### src/rtl/mem_seq.sv
// Byte-serial load/store sequencer for a byte-wide RAM port.
// Splits 1/2/4/8-byte requests into little-endian single-byte accesses.
module mem_seq #(
    parameter int ADDR_W = 16
) (
    input  logic              clk,
    input  logic              reset,
    input  logic              req_valid,
    output logic              req_ready,
    input  logic              req_write,
    input  logic [1:0]        req_size,
    input  logic [ADDR_W-1:0] req_addr,
    input  logic [63:0]       req_wdata,
    output logic              rsp_valid,
    output logic [63:0]       rsp_rdata,
    output logic              mem_load,
    output logic [ADDR_W-1:0] mem_addr,
    output logic [7:0]        mem_d,
    input  logic [7:0]        mem_q
);

    typedef enum logic [1:0] {IDLE, READ, WRITE, DONE} state_t;

    state_t            state;
    state_t            state_nxt;
    logic [ADDR_W-1:0] base;
    logic [1:0]        size;
    logic [63:0]       wdata;
    logic [63:0]       asm_q;
    logic [63:0]       asm_nxt;
    logic [2:0]        cnt;
    logic [2:0]        last_idx;
    logic              last;
    logic [7:0]        wbyte;

    always_comb begin
        unique case (size)
            2'd0:    last_idx = 3'd0;
            2'd1:    last_idx = 3'd1;
            2'd2:    last_idx = 3'd3;
            default: last_idx = 3'd7;
        endcase
    end

    assign last    = (cnt == last_idx);
    assign wbyte   = 8'(wdata >> {cnt, 3'b000});
    assign asm_nxt = asm_q | (64'(mem_q) << {cnt, 3'b000});

    always_ff @(posedge clk or posedge reset) begin
        if (reset) begin
            state <= IDLE;
        end else begin
            state <= state_nxt;
        end
    end

    always_comb begin
        state_nxt = state;
        unique case (state)
            IDLE:       if (req_valid) state_nxt = req_write ? WRITE : READ;
            READ,
            WRITE:      if (last) state_nxt = DONE;
            default:    state_nxt = IDLE;
        endcase
    end

    always_comb begin
        req_ready = 1'b0;
        rsp_valid = 1'b0;
        mem_load  = 1'b0;
        mem_addr  = '0;
        mem_d     = '0;
        unique case (state)
            IDLE:  req_ready = 1'b1;
            READ:  mem_addr  = base + ADDR_W'(cnt);
            WRITE: begin
                mem_load = 1'b1;
                mem_addr = base + ADDR_W'(cnt);
                mem_d    = wbyte;
            end
            default: rsp_valid = 1'b1;
        endcase
    end

    // Result register is separate from the assembly register so it holds
    // across stores and across acceptance of the next load.
    always_ff @(posedge clk or posedge reset) begin
        if (reset) begin
            base      <= '0;
            size      <= '0;
            wdata     <= '0;
            cnt       <= '0;
            asm_q     <= '0;
            rsp_rdata <= '0;
        end else begin
            unique case (state)
                IDLE: begin
                    if (req_valid) begin
                        base  <= req_addr;
                        size  <= req_size;
                        wdata <= req_wdata;
                        cnt   <= '0;
                        asm_q <= '0;
                    end
                end
                READ: begin
                    asm_q <= asm_nxt;
                    if (last) rsp_rdata <= asm_nxt;
                    else      cnt       <= cnt + 3'd1;
                end
                WRITE: begin
                    if (!last) cnt <= cnt + 3'd1;
                end
                default: ;
            endcase
        end
    end

endmodule

### config.mk
export PLATFORM = sky130hd
export DESIGN_NAME = mem_seq
export DESIGN_NICKNAME = d
export VERILOG_FILES = /design/src/rtl/mem_seq.sv
export SDC_FILE = /design/constraint.sdc
export NUM_CORES = 1
export LEC_CHECK = 0
export ABC_CLOCK_PERIOD_IN_PS = 6600
export BUFFER_PORTS_ARGS = -buffer_cell sky130_fd_sc_hd__buf_2
export CAP_MARGIN = 5
export CORE_MARGIN = 2
export CORE_UTILIZATION = 46
export CTS_CLUSTER_DIAMETER = 150
export DETAILED_ROUTE_END_ITERATION = 6
export GPL_TIMING_DRIVEN = 0
export PLACE_DENSITY = 0.75
export SETUP_SLACK_MARGIN = 0.02
export SLEW_MARGIN = 30
export SYNTH_ARGS = -nofsm -noshare
export SYNTH_HDL_FRONTEND = slang
export SYNTH_SLANG_ARGS = --single-unit
### constraint.sdc
create_clock -name clk -period 6.6 [get_ports clk]
set_input_delay 0.33 -clock clk [delete_from_list [all_inputs] [get_ports clk]]
set_output_delay 0.33 -clock clk [all_outputs]
set_load 0.01 [all_outputs]
# == Yosys cells after proc, flatten, opt, wreduce, memory -nomap -nowiden ==
# Cells that the tools add are included.
# word_totals
register_bits,215
latchBits,0
ramBits,0
rom_bits,0
in_bits,94
out_inout_bits,91
wordCells,46
memories,0
# classes
add_sub_neg,2
multipliers,0
div_mod_pow,0
order_cmp,0
n_eq_ne,8
shift,2
muxes,15
bitwise_logic,1
n_reduce_logical,11
# op_table
cell,n
one-hot mux 64 bit (2 select lines),1
two-way mux 64 bit,1
bitwise OR 64 bit,1
left shift 8 x 6 -> 64 bit,1
right shift 64 x 6 -> 8 bit,1
adder 16 x 3 -> 16 bit,1
two-way mux 16 bit,1
one-hot mux 3 bit (3 select lines),1
two-way mux 8 bit,1
AND reduction 2 bit,4
two-way mux 2 bit,3
two-way mux 3 bit,2
one-hot mux 3 bit (2 select lines),1
"== test 2 x 1 -> 1 bit, second input constant",2
"== test 2 bit, second input constant",2
zero test 2 bit,2
"inequality test 2 bit, second input constant",2
one-hot mux 2 bit (2 select lines),1
nonzero test 2 bit,2
"adder 3 x 1 -> 3 bit, second input constant",1
== test 3 bit,1
two-way mux 1 bit,3
AND reduction 3 bit,1
OR reduction 3 bit,1
2 further kinds,2

# == Longest topological paths before layout ==
# logic_depth
depth_word,5
mapped_depth,8
mapped_depth_nobuf,7

# == Worst setup path after synthesis ==
# No wires, ideal clock.
# synth_path
path_kind,register to output
startpoint,reg cnt[1]
endpoint,out mem_addr[10]
arrival_time_ns,2.195
required_ns,6.270
slack_ns,4.075
stages_incl_launch_ff,8
path_buffers,1
cell_sequence,dfrtp_1 buf_6 clkinv_1 fa_1 nor2b_1 o211ai_1 or3_1 a21oi_1
# synth_via
elab_chain_len,2
# synth_rtl
element,line_no,text
"start, declared",31,logic [2:0] cnt;
"start signal, assigned",109,else cnt <= cnt + 3'd1;
"start signal, assigned",112,if (!last) cnt <= cnt + 3'd1;
adder 16 x 3 -> 16 bit,"75, 78",
two-way mux 16 bit,-,
"end, declared",17,"output logic [ADDR_W-1:0] mem_addr,"
# Every way passes these cells.

# == Worst setup path in the final report ==
# Ends and elaborated chain as after synthesis.

==> metrics.md <==
| Metric | Value |
|---|---|
| Status | `complete, no violations` |
| Total track usage | `21.7%` |
| Critical path origin | `cnt[1]` |
| Post-detail-place hpwl | `16,900 µm` |
| Nets | `1,144` |
| Synth top area cells | `dfrtp_1 (55%), mux2_2 (9.4%), mux2i_1 (7.3%)` |
| # IOs | `185` |
| Final hold slack | `0.0579 ns` |
| DRT iter0 DRCs | `340` |
| Crit path largest cell delay | `0.54 ns` |
| Port Buf Inserts | `176` |
| WL final | `24,400 µm` |
| #FFs+latches synth | `215` |
| Kind of critical path | `flop to output pin` |
| Measured slew at the worst slew-check pin | `0.920 ns` |
| Int Power | `3.67 mW` |
| Worst Setup Start Kind | `flop` |
| Fin area | `0.0120 mm²` |
| Area Overhead vs Synth | `21.9%` |
| Post-synth cell types | `52` |
| Cts bufs inserted | `23` |
| Crit-path max FO | `10` |
| WL per Instance | `18.3 µm` |
| Fmax | `278 MHz` |
| Routed Antenna Nets | `0` |
| Starting Density | `46.8%` |
| Core Util, Final | `57.1%` |
| Switching Share | `34.3%` |
| Num rows | `53` |
| CTS Hold Bufs | `1` |
| Max_cap viols | `0` |
| RSZ-0062 raised after global routing | `no` |
| Final worst-path cycle share | `54.5%` |
| Number of global-route vias before repair | `7,105` |
| Count leader, synth | `dfrtp_1` |
| CP delay by family, top | `buffers and inverters` |
| Placed Cells | `1,290` |
| Crit end category | `output pin` |
| Remaining Overflow, GRT | `0` |
| Worst Skew | `0.0176 ns` |
| Leakage | `5.49 nW` |
| Core ar. | `0.0210 mm²` |
| Worst-Skew Late Latency | `0.52 ns` |
| Fin Setup TNS | `0 ns` |
| Yosys warns | `0` |
| Worst setup margin | `3.01 ns` |
| Hold Fails Final Rpt | `0` |
| Cell Area, Synth | `0.00984 mm²` |
| Net Sw Power | `1.92 mW` |
| Crit path DAT | `3.26 ns` |
| First-pass GRT wire length | `38,400 µm` |
| Final worst path period need | `3.59 ns` |
| Final setup fails | `0` |
| Avg Cell Area, Syn | `11.8 µm²` |
| H-Tree Depth | `1` |
| Logic pwr share | `36.6%` |
| Syn Inst Count | `837` |
| Vias | `7,129` |
| Initial antenna violation count | `2` |
| Pwr Total | `5.59 mW` |
| Max-slew headroom | `38.2%` |
| Layout Cells excl Fill | `1,334` |
| Die area | `0.0226 mm²` |
| Die width | `150 µm` |
| Dpl cell area | `0.0111 mm²` |
| Clock Sinks | `215` |
| Clock Pin Slew Worst Setup and Hold Paths | `0.06 ns` |
| Share of cells above drive strength 1 | `32.4%` |
| Part of the power in registers | `37.8%` |
| Setup bufs post-CTS | `0` |
| CTS tree | `built` |
| Synth area leader | `dfrtp_1` |
| Area share of the largest cell type after synthesis | `54.7%` |
| Top cells by count, synth | `dfrtp_1 (215), nand2_1 (91), mux2_2 (82)` |
| Setup Slack @ Placement | `3.57 ns` |
| CP required | `6.27 ns` |
| Gp weighted congestion | `0.794` |
| Peak supply drop | `0.277 mV` |
| PwrDens | `466 mW/mm²` |
| Post-synth EDFFs | `0` |
| Vias per cell | `5.34` |
| Hold Startpoint | `req_wdata[61]` |
| Drt pass-1 iters | `5` |
| CTS Root Cell | `clkbuf_16` |
| Buffer levels on the longest clock path | `3` |
| CP bufs+invs | `3` |
| Worst path cell trace | `buf_6, clkinv_1, fa_1, nor2b_1, o211ai_1, or3_1, a21oi_1, buf_2` |
| Synthesized net count | `940` |
| Reg2Reg Launch Point | `state[0]` |
| Sequential fraction of the synthesis area | `54.7%` |
| Final slew viol count | `0` |
| CP max-delay cell | `fa_1` |
| Power share of the clock group | `25.5%` |
| Cts repair resizes | `0` |
| Largest net degree at the start of global routing | `96` |
| Async S/R FF share, synth | `100%` |
| Hold WC Path Type | `primary input to flop` |
| Die Span Y | `150 µm` |
| Drt drc | `0` |
| Ys flop type | `dfrtp_1` |
## state kept, by name (all words and copies together) (netlist names)
| signal | cells |
|---|---|
| state | 2 |
| wdata | 64 |
| asm_q | 64 |
| cnt | 3 |
| rsp_rdata | 64 |
| size | 2 |
| base | 16 |
## cells by family (layout without fill, tap and decap cells)
kind of cell | after synthesis | count (layout) | share of synthesized area, %
DFF | 215 | 215 | 54.7
muxes | 170 | 170 | 20.7
AOI/OAI and AO/OA | 167 | 167 | 9.28
and+or+nand+nor | 152 | 152 | 7.49
buffers and inverters | 119 | 340 | 6.22
adders and majority gates | 9 | 9 | 1.22
xor gates and xnor gates | 5 | 5 | 0.445
other | 0 | 1 | 0
## cell type report
class                           count  area (µm²)
Tap cell                          275         344
Fill cell                        1746        9030
Buffer                             45         334
Sequential cell                   215        5380
Timing Repair Buffer              179         946
Clock inverter                      8         146
Antenna cell                        1        2.50
Inverter                           74         285
Multi-Input combinational cell    503        3850
Clock buffer                       34         707
## layer usage
metal	GRT usage [%]	up-vias	part of all wire, %
met1	29.6	3505	43
met3	6.27	50	8.1
met5	0	-	0.045
met2	34.3	259	47
li1	-	3313	-
met4	5.85	2	2.4
## layout by cell type, fill, tap and decap left out, types with 3 or more instances in the layout
| cell type | instances |
|---|---|
| mux2_2 | 82 |
| a21oi_1 | 75 |
| and2_1 | 4 |
| dfrtp_1 | 215 |
| and3_1 | 3 |
| mux4_2 | 8 |
| nand2_1 | 91 |
| ha_1 | 8 |
| o311ai_0 | 3 |
| nor3_2 | 6 |
| mux2i_1 | 72 |
| nor2b_1 | 10 |
| clkbuf_1 | 25 |
| inv_1 | 72 |
| or3_1 | 7 |
| bufinv_16 | 4 |
| nand3_1 | 8 |
| buf_2 | 177 |
| mux4_1 | 8 |
| xor2_1 | 5 |
| clkbuf_8 | 10 |
| o21ai_0 | 74 |
| clkbuf_16 | 23 |
| buf_12 | 7 |
| nor2_1 | 10 |
| clkbuf_2 | 8 |
## power by group through the flow
stage | sequential (mW) | combinational, mW | clock [mW]
6_report | 2.12 | 2.05 | 1.43
5_1_grt | 2.18 | 2.26 | 1.50
4_1_cts | 2.11 | 2.08 | 1.45
3_5_place_dp | 2.13 | 2.07 | 0
3_3_place_gp | 2.11 | 2.01 | 0
2_1_floorplan | 2.13 | 1.35 | 0
## path summary, 6_finish.rpt
kind	depth (start not counted)	slack, ns	end
min	2	0.06	wdata[61]
max reg2reg	6	4.25	base[5]
max	8	3.01	mem_addr[10]
min in group asynchronous	3	0.33	rsp_rdata[57]
min reg2reg	2	0.48	asm_q[12]
max in group asynchronous	4	5.51	rsp_rdata[4]
Power figures use the tool's default switching activity.
